==> src/rtl/hwag_sync.sv <==
// Crank-wheel synchroniser: measures tooth periods, finds the missing-tooth gap, tracks position.
// Optional saturating sync-loss counter is built only when HWAG_SYNC_ERRCNT_EN is defined.
module hwag_sync #(
  parameter int unsigned PW = 24,
  parameter int unsigned TW = 8
) (
  input  logic          clk,
  input  logic          rst,
  input  logic          tooth_edge,
  input  logic [TW-1:0] tooth_num,
  input  logic [1:0]    miss_num,
  output logic          sync,
  output logic [TW-1:0] tooth_cnt,
  output logic [PW-1:0] period,
  output logic          gap_pulse,
  output logic          err_pulse,
  output logic [7:0]    err_cnt,
  output logic          stall
);

  typedef enum logic [1:0] {StIdle, StSearch, StSync} state_e;

  localparam logic [PW-1:0] CntMax = '1;

  state_e        state_q, state_d;
  logic [PW-1:0] cnt_q, cnt_d;
  logic [PW-1:0] p0_q, p0_d, p1_q, p1_d, p2_q, p2_d;
  logic [1:0]    vcnt_q, vcnt_d;
  logic          eval_q, eval_d;
  logic          sync_q, sync_d;
  logic [TW-1:0] tooth_cnt_q, tooth_cnt_d;
  logic [PW-1:0] period_q, period_d;
  logic          gap_q, gap_d;
  logic          err_q, err_d;
  logic          stall_q, stall_d;

  logic [TW-1:0] last_idx;
  logic          cnt_sat;
  logic          sat_hit;
  logic          gap_det;

  assign last_idx = tooth_num - TW'(miss_num) - TW'(1);
  assign cnt_sat  = (cnt_q == CntMax);
  // Saturation fires once, on the increment that lands on all-ones; an edge that cycle wins.
  assign sat_hit  = !tooth_edge && (cnt_q == CntMax - PW'(1));
  assign gap_det  = (vcnt_q == 2'd3) &&
                    ({1'b0, p0_q} > {p1_q, 1'b0}) &&
                    ({1'b0, p0_q} > {p2_q, 1'b0});

  always_comb begin
    cnt_d       = cnt_q;
    p0_d        = p0_q;
    p1_d        = p1_q;
    p2_d        = p2_q;
    vcnt_d      = vcnt_q;
    eval_d      = tooth_edge;
    state_d     = state_q;
    tooth_cnt_d = tooth_cnt_q;
    period_d    = period_q;
    gap_d       = 1'b0;
    err_d       = 1'b0;
    stall_d     = stall_q;

    if (tooth_edge) begin
      cnt_d   = PW'(1);
      stall_d = 1'b0;
      if (!cnt_sat) begin
        p2_d   = p1_q;
        p1_d   = p0_q;
        p0_d   = cnt_q;
        vcnt_d = (vcnt_q == 2'd3) ? 2'd3 : vcnt_q + 2'd1;
      end
    end else if (!cnt_sat) begin
      cnt_d = cnt_q + PW'(1);
    end

    // Second pipeline stage: the captures from last cycle's edge are now in p0..p2.
    if (eval_q) begin
      case (state_q)
        StIdle: state_d = StSearch;
        StSearch: begin
          if (gap_det) begin
            state_d     = StSync;
            tooth_cnt_d = '0;
            gap_d       = 1'b1;
          end else begin
            period_d = p0_q;
          end
        end
        StSync: begin
          if (gap_det) begin
            tooth_cnt_d = '0;
            if (tooth_cnt_q == last_idx) begin
              gap_d = 1'b1;
            end else begin
              state_d = StSearch;
              err_d   = 1'b1;
            end
          end else begin
            tooth_cnt_d = tooth_cnt_q + TW'(1);
            period_d    = p0_q;
            if (tooth_cnt_q == last_idx) begin
              state_d = StSearch;
              err_d   = 1'b1;
            end
          end
        end
        default: state_d = StIdle;
      endcase
    end

    if (sat_hit) begin
      stall_d = 1'b1;
      vcnt_d  = 2'd0;
      state_d = StIdle;
      gap_d   = 1'b0;
      err_d   = (state_q == StSync);
    end

    sync_d = (state_d == StSync);
  end

  always_ff @(posedge clk or posedge rst) begin
    if (rst) begin
      state_q     <= StIdle;
      cnt_q       <= '0;
      p0_q        <= '0;
      p1_q        <= '0;
      p2_q        <= '0;
      vcnt_q      <= 2'd0;
      eval_q      <= 1'b0;
      sync_q      <= 1'b0;
      tooth_cnt_q <= '0;
      period_q    <= '0;
      gap_q       <= 1'b0;
      err_q       <= 1'b0;
      stall_q     <= 1'b0;
    end else begin
      state_q     <= state_d;
      cnt_q       <= cnt_d;
      p0_q        <= p0_d;
      p1_q        <= p1_d;
      p2_q        <= p2_d;
      vcnt_q      <= vcnt_d;
      eval_q      <= eval_d;
      sync_q      <= sync_d;
      tooth_cnt_q <= tooth_cnt_d;
      period_q    <= period_d;
      gap_q       <= gap_d;
      err_q       <= err_d;
      stall_q     <= stall_d;
    end
  end

`ifdef HWAG_SYNC_ERRCNT_EN
  logic [7:0] err_cnt_q, err_cnt_d;

  always_comb begin
    err_cnt_d = err_cnt_q;
    if (err_d && (err_cnt_q != 8'hFF)) err_cnt_d = err_cnt_q + 8'd1;
  end

  always_ff @(posedge clk or posedge rst) begin
    if (rst) err_cnt_q <= 8'd0;
    else     err_cnt_q <= err_cnt_d;
  end

  assign err_cnt = err_cnt_q;
`else
  assign err_cnt = 8'd0;
`endif

  assign sync      = sync_q;
  assign tooth_cnt = tooth_cnt_q;
  assign period    = period_q;
  assign gap_pulse = gap_q;
  assign err_pulse = err_q;
  assign stall     = stall_q;

endmodule

==> config.mk <==
export PLATFORM = sky130hd
export DESIGN_NAME = hwag_sync
export DESIGN_NICKNAME = d
export VERILOG_FILES = /design/src/rtl/hwag_sync.sv
export SDC_FILE = /design/constraint.sdc
export NUM_CORES = 1
export LEC_CHECK = 0
export BUFFER_PORTS_ARGS = -buffer_cell sky130_fd_sc_hd__clkbuf_2
export CAP_MARGIN = 10
export CORE_MARGIN = 3
export CORE_UTILIZATION = 40
export CTS_CLUSTER_SIZE = 28
export DETAILED_ROUTE_END_ITERATION = 12
export PLACE_DENSITY_LB_ADDON = 0.1
export SYNTH_ARGS = -nofsm -noshare
export SYNTH_HDL_FRONTEND = slang
export SYNTH_SLANG_ARGS = --single-unit
==> constraint.sdc <==
create_clock -name clk -period 5.7 [get_ports clk]
set_input_delay 0.57 -clock clk [delete_from_list [all_inputs] [get_ports clk]]
set_output_delay 0.57 -clock clk [all_outputs]
set_load 0.02 [all_outputs]
Yosys cells after proc, flatten, opt, wreduce, memory -nomap -nowiden:

Cells that the tools add are included.

* bitwise logic cells: 2
* equal/unequal tests: 10
* reduce and logical (&&, ||, !) cells: 12
* add/subtract/negate cells: 5
* muxes and demuxes: 29
* order comparisons: 2

Operators with widths (count)
* > comparator 24 x 25 -> 1 bit: 2
* equality test 24 bit, second input constant: 2
* 2-to-1 mux 24 bit: 2
* adder 24 x 1 -> 24 bit, second input constant: 1
* 2-to-1 mux 2 bit: 10
* 2-to-1 mux 8 bit: 2
* one-hot mux 8 bit (2 select lines): 1
* 2-to-1 mux 1 bit: 12
* adder 8 x 1 -> 8 bit, second input constant: 1
* equality test 8 bit: 1
* subtractor 8 x 1 -> 8 bit, second input constant: 1
* subtractor 8 x 2 -> 8 bit: 1
* equality test 2 bit, second input constant: 3
* one-hot mux 2 bit (3 select lines): 1
* AND reduction 3 bit: 2
* inequality test 2 bit, second input constant: 2
* AND reduction 2 bit: 2
* nonzero test 2 bit: 2
* logical AND 1 bit: 3
* adder 2 x 1 -> 2 bit, second input constant: 1
* equality test 2 x 1 -> 1 bit, second input constant: 1
* zero test 2 bit: 1
* inequality test 2 x 1 -> 1 bit, second input constant: 1
* NOT 1 bit: 2
* other kinds (3): 3

* output and inout bits: 44
* input bits: 13
* register bits: 137
* logic and storage cells: 73

Logic depth before layout (Yosys ltp):

Gate-level depths: netlist of run 1.

* depth in word-level cells: 9
* mapped depth: 12
* gate-level depth less buffers: 12

Least setup slack after synthesis of run 1:

OpenSTA, ideal clock, no wires.

* path type: flip-flop to flip-flop
* from: register p0_q[20]
* to: register period_q[0] (netlist: period[0])
* setup time: 125 ps
* stages on the path, launching flop included: 12
* required time: 5575 ps
* setup slack: 3020 ps
* arrival: 2555 ps
* path buffers: 2
* clock period less this slack: 2680 ps
* cells stage by stage: dfrtp_1 > ha_1 > nand4_1 > nor4_4 > nand2_2 > o41ai_2 > a21oi_2 > nand2_4 > and3_4 > buf_6 > buf_12 > mux2_4

* word-level cells in the longest chain between the ends: 5
* elaborated cells on any way between the ends: 6
* classes of those cells: order compare: 2; bitwise: 1; reduce/logical: 3

RTL lines
* start: declaration: RTL line 27 `logic [PW-1:0] p0_q, p0_d, p1_q, p1_d, p2_q, p2_d;`
* start signal: assignment: RTL line 141 `p0_q <= p0_d;`
* > comparator 24 x 25 -> 1 bit: RTL line 47 `({1'b0, p0_q} > {p1_q, 1'b0}) &&`
* logical AND 1 bit: RTL line 46 `assign gap_det = (vcnt_q == 2'd3) &&`
* logical AND 1 bit *: RTL line 47
* NOT 1 bit (no line) *
* AND reduction 3 bit (no line) *
* end signal: assignment: RTL line 148 `period_q <= period_d;`
* end: declaration: RTL line 32 `logic [PW-1:0] period_q, period_d;`

Every way passes the cells marked *; elsewhere a longest branch is shown, timed or not.
A chain may end at the register's enable or synchronous reset.

Worst setup path after layout of run 1:

* from: register p0_q[20]
* to: register period_q[20] (netlist: period[20])

* word-level cells in the longest chain between the ends: 5
* elaborated cells on any way between the ends: 6
* classes of those cells: order compare: 2; bitwise: 1; reduce/logical: 3

RTL lines (RTL line)
* > comparator 24 x 25 -> 1 bit: 47
* logical AND 1 bit: 46
* logical AND 1 bit: 47
* NOT 1 bit (no line)
* AND reduction 3 bit (no line)

Several ways; a longest one is shown, not always the timed one.

==> results of run 1 <==
## synthesized netlist by cell type (10+ instances only)
master,count,area share
mux2_2,38,0.057
nor2_1,36,0.018
a21oi_1,32,0.021
xor2_1,13,0.015
nand3_1,20,0.013
nand2_1,64,0.032
dfrtp_1,137,0.46
inv_1,64,0.032
buf_4,10,0.010
a21o_1,10,0.010
mux2_1,12,0.018
o21ai_0,42,0.028
ha_1,55,0.092
nand4_1,15,0.013
mux2_4,20,0.040
xnor2_1,14,0.016
## final timing paths
kind                       startpoint    endpoint  slack (ns)  cells past startpoint
min in group clk             p2_q[14]    p2_q[14]        0.48                      2
max in group asynchronous         rst   period[9]        4.22                      3
hold / removal                    rst    p1_q[21]        0.28                      2
setup / recovery             p0_q[20]  period[20]        2.51                      9
setup reg to reg             p0_q[20]  period[20]        2.51                      9
hold reg to reg              p2_q[14]    p2_q[14]        0.48                      2
## layout make-up
cell class,count,area share
tap,229,0.0338
clock inverter,7,0.0136
clock buffer,23,0.0588
multi-input combinational,473,0.429
sequential,137,0.405
timing repair buffer,49,0.0293
inverter,67,0.0303
## through the flow
stage	cell area [sq um]	setup slack, ns	instances	utilization	power (mW)
finish	8470	2.51	985	0.467	2.81
floorplan	7510	1.46	707	-	1.58
detailed placement	7850	2.50	955	0.433	1.69
CTS	8470	2.47	985	0.467	2.85
global route	8470	2.20	985	0.467	2.96
global placement	7850	2.59	955	0.433	1.68
## power breakdown
group	total, mW	switching [mW]	internal (mW)
logic	0.573	0.350	0.223
clock network	1.14	0.401	0.740
registers	1.10	0.0713	1.02
total	2.81	0.823	1.99
## layer usage
| layer | track usage | up-vias |
|---|---|---|
| li1 | - | 2504 |
| met1 | 0.220 | 2434 |
| met2 | 0.256 | 73 |
| met3 | 0.0412 | 14 |
| met4 | 0.0515 | 0 |
| met5 | 0 | - |
## state kept, by name, indices dropped and copies added, names as in the netlist, 2 cells and up
| name | count |
|---|---|
| cnt_q | 24 |
| p0_q | 24 |
| p1_q | 24 |
| p2_q | 24 |
| period | 24 |
| tooth_cnt | 8 |
| state_q | 2 |
| vcnt_q | 2 |
## worst max-delay path, stage by stage, from the launching register on
cell and delay (ns):
dfrtp_1 0.42, ha_1 0.34, nand4_1 0.20, nor4_4 0.35, nand2_2 0.12, o41ai_2 0.37, a21oi_2 0.13, nand2_4 0.21
and3_4 0.57, mux2_1 0.37
## cell families after synthesis
family,Yosys count
AO/OA/AOI/OAI,124
multiplexers,73
other,1
buffers and inverters,97
XOR/XNOR,27
flip-flops,137
AND/OR/NAND/NOR,185
adder cells (fa/ha/maj),56
==> metrics, run 1 <==
status=complete, no violations; post-synthesis cell type count=69; leakage power figure=4.08 nW; largest family of logic cells by synthesized area=simple AND/OR/NAND/NOR gates; WL met3=398 microns; ys async rst share=1.00; Post-Synthesis Cells=700; min cycle time layout=3.19 ns; Critical Path RT=6.00 ns; post-DR vias/cell=5.10; xor and xnor fraction of the mapped netlist area=0.0316; share of layout cells above drive strength 1=0.202; DP HPWL=10.7 mm; Layout fillers=1709; Max Fanout on Critical Path=24; Die X=143 microns; mux contribution to synthesized area=0.119; num ports=57; RSZ-0062 raised after global routing=false; syn avg cell area=10.7 sq um; Core Area=18100 sq um; metal2 WL=7.27 mm; Worst Path Arrival=3.49 ns; Critical Path Source Type=flop; fmax=313 MHz; Initial Utilization=0.412; Routed wire per std cell=15.6 microns; relative slew slack=0.244; Antenna Cells=0; post-CTS sizing=0; post-synthesis sequential area ratio=0.458; Die Ht=143 microns; synthesis-stage register bit count=137; TNS Setup=0 ns; Root Buffer=clkbuf_16; clock skew=0.00613 ns; vias in the first global route=5160; top_reg_cell synth=dfrtp_1; first-pass GRT wire length=26.2 mm; Final Max Slew Viols=0; period utilization=0.560; Setup Buffers After CTS=0; Post-Synth Adder-Cell Area=0.0947; Max H-tree Level=4; Worst Hold Margin=0.285 ns; power density over cell area=332 nW/um^2; simple logic cell fraction of the synthesized area=0.129; nets=814; Min-Delay Path Class=in -> async; area grow syn2layout=13.2%; met1 wire length=7.52 mm; number of cell rows=49; port buffer count=48; die footprint=20400 sq um; largest net degree at the start of global routing=103; final WL=15.4 mm; overall routing resource usage=0.162; clk buf depth=2; total grt overflow=0; most frequent cells in the layout=dfrtp_1 (137), inv_1 (63), nand2_1 (63), ha_1 (55), clkbuf_2 (48); slew of the pin with the lowest slew margin=1.13 ns; Clock transition at path regs=0.06 ns; Critical Path End Type=flop; number of synthesized flops with an enable pin=0; Multi-input gate area=3630 sq um; routability cong.=0.811; initial DRC count=222; clock latency on the worst-skew pair=0.42 ns; yosys warns=0; TritonCTS Buffers=17; Top Metal Used=met4; initial antenna violation count=0; routed vias=5025; final setup vio count=0; DRC=0; 1st-pass router iterations=4; Final Hold Viols=0; FF+latch area=3430 sq um; Clock Sink Count=137; CTS tree=built; post-synthesis compound-gate area fraction=0.106; Max Cap Viol=0; peak supply drop=178 uV; Crit Path Class=reg -> reg; post-detailed-route count of antenna-violating nets=0; hold_buf cts=0; synthesized area=7480 sq um; commonest non-fill, non-tap cell in the layout=dfrtp_1
Power figures use the tool's default switching activity.
==> inputs of run 2 (changes only) <==
clock period = 3 ns   (was 5.7 ns; I/O delays follow)
==> run 2 against run 1 <==
Compared with the run above:
- the run now ends with hold timing left
- critical path depth up 1
- combinational power is 110% higher
- clock skew up 0.00095 ns
- global-route usage rose by 0.57 points
- sequential cell count unchanged
- final area rose by 1.4%
- non-clock buffer count up 14
- power rose by 90%
- die area did not move
- clock power is 82% higher
- critical endpoint unchanged
- largest cell class unchanged
==> metrics, run 2 (synthesized netlist as in run 1, its figures left out) <==
number of cell rows=49; post-CTS sizing=0; Max H-tree Level=4; clock skew=0.00708 ns; Combinational Power Share=0.222; fmax=358 MHz; largest net degree at the start of global routing=138; total grt overflow=0; period utilization=0.930; Die Ht=143 microns; num ports=57; Routed wire per std cell=15.8 microns; placed cells=969; initial DRC count=288; CTS tree=built; power density over cell area=622 nW/um^2; Finished Layout Cells=999; hold_buf cts=0; clk buf depth=2; flop-to-flop setup slack=0.21 ns; Final Hold Viols=1; TNS Setup=0 ns; Setup Buffers After CTS=0; final WL=15.8 mm; RSZ-0062 raised after global routing=false; peak supply drop=337 uV; TritonCTS Buffers=17; Max Fanout on Critical Path=8; 1st-pass router iterations=4; Internal=3.75 mW; Max Cap Viol=0; Reg power frac=0.389; post-route setup slack=0.209 ns; Core Area=18100 sq um; DP HPWL=11.3 mm; slew of the pin with the lowest slew margin=0.849 ns; clock latency on the worst-skew pair=0.42 ns; CP Cell Sequence=ha_1 > nand4_1 > nor4_4 > nand2_2 > o41ai_2 > a21oi_2 > nand2_4 > and3_4 > buf_4 > mux2_1; Antenna Cells=0; Crit path buffers/inverters=1; nets=828; failing checks=hold timing; Critical Path Source Type=flop; DRC=0; routability cong.=0.844; slowest stage delay, CP=0.43 ns; vias in the first global route=5411; leakage power figure=4.14 nW; overall routing resource usage=0.168; reg2reg start=p0_q[20]; port buffer count=48; first-pass GRT wire length=27.2 mm; most frequent cells in the layout=dfrtp_1 (137), inv_1 (63), nand2_1 (63), ha_1 (55), clkbuf_2 (48); Initial Utilization=0.412; Clock Sink Count=137; Final Max Slew Viols=0; Psw=1.59 mW; Crit Path Class=reg -> reg; R2R depth=10; Worst Path Arrival=3.09 ns; routed vias=5212; min cycle time layout=2.79 ns; FF-to-FF End=period[20]; Critical Path End Type=flop; commonest non-fill, non-tap cell in the layout=dfrtp_1; total power=5.34 mW; Critical Path RT=3.30 ns; switching part of the total power=0.297; post-DR vias/cell=5.22; Clock transition at path regs=0.06 ns; Die X=143 microns; Clk pwr share=0.389; initial antenna violation count=0; slowest stage cell, crit path=dfrtp_1; Min-Delay Path Class=in -> async; share of layout cells above drive strength 1=0.214; pre-CTS setup slack=0.176 ns; post-detailed-route count of antenna-violating nets=0; relative slew slack=0.434; die footprint=20400 sq um; final setup vio count=0; Worst Hold Margin=-0.00363 ns; area grow syn2layout=14.7%; status=finished with violations; critical path's top delay family=simple AND/OR/NAND/NOR gates; Root Buffer=clkbuf_16
==> run 2: cell types whose count changed in the layout (fill, tap and decap cells not counted), sizes merged <==
cell      change
clkinvlp      +1
clkinv        +2
clkbuf        -2
inv           -1
buf          +14
==> run 2: area by class of cell <==
type	instances	area (sq um)
clock buffer	21	450
clock inverter	9	125
fill	1712	9560
inverter	67	255
multi-input combinational	473	3630
sequential	137	3430
tap	229	287
timing repair buffer	63	403
==> run 2: layer usage <==
layer	wire, microns	global-route usage	vias up
met2	7470	0.270	81
met3	467	0.0482	20
met1	7660	0.222	2558
met4	221	0.0470	0
li1	-	-	2553
met5	0	0	-
==> run 2: power groups by stage <==
| stage | Combinational, mW | Sequential (mW) | Clock (mW) |
|---|---|---|---|
| global route | 1.30 | 2.10 | 2.23 |
| CTS | 1.19 | 2.08 | 2.14 |
| finish | 1.18 | 2.08 | 2.08 |
| detailed placement | 1.18 | 2.11 | 0 |
| global placement | 1.17 | 2.11 | 0 |
| floorplan | 0.882 | 2.12 | 0 |
==> run 2: how the worst max path moves through the flow <==
stage                     startpoint          to  slack [ns]  depth (start not counted)
after floorplan             p0_q[20]   period[0]        0.32                         11
after CTS                   p0_q[20]  period[20]        0.17                         10
final                       p0_q[20]  period[20]        0.21                         10
after detailed placement    p0_q[20]  period[20]        0.18                         10
after global placement      p0_q[20]  period[20]        0.22                         10
after global routing        p0_q[20]  period[20]        0.05                         10
==> run 2: per-stage QoR <==
step,util,cell area (sq um)
after floorplan,-,7510
after global placement,0.441,8010
after detailed placement,0.441,8010
after CTS,0.473,8580
after global routing,0.473,8580
final,0.473,8580
==> run 2: worst register-to-register path, delay by kind of cell, from the launching register on <==
kind | cells | cell delay (ns)
fa+ha+maj | 1 | 0.34
simple gates | 5 | 0.91
mux | 1 | 0.33
compound gates | 2 | 0.46
buf+inv | 1 | 0.21
flops | 1 | 0.43
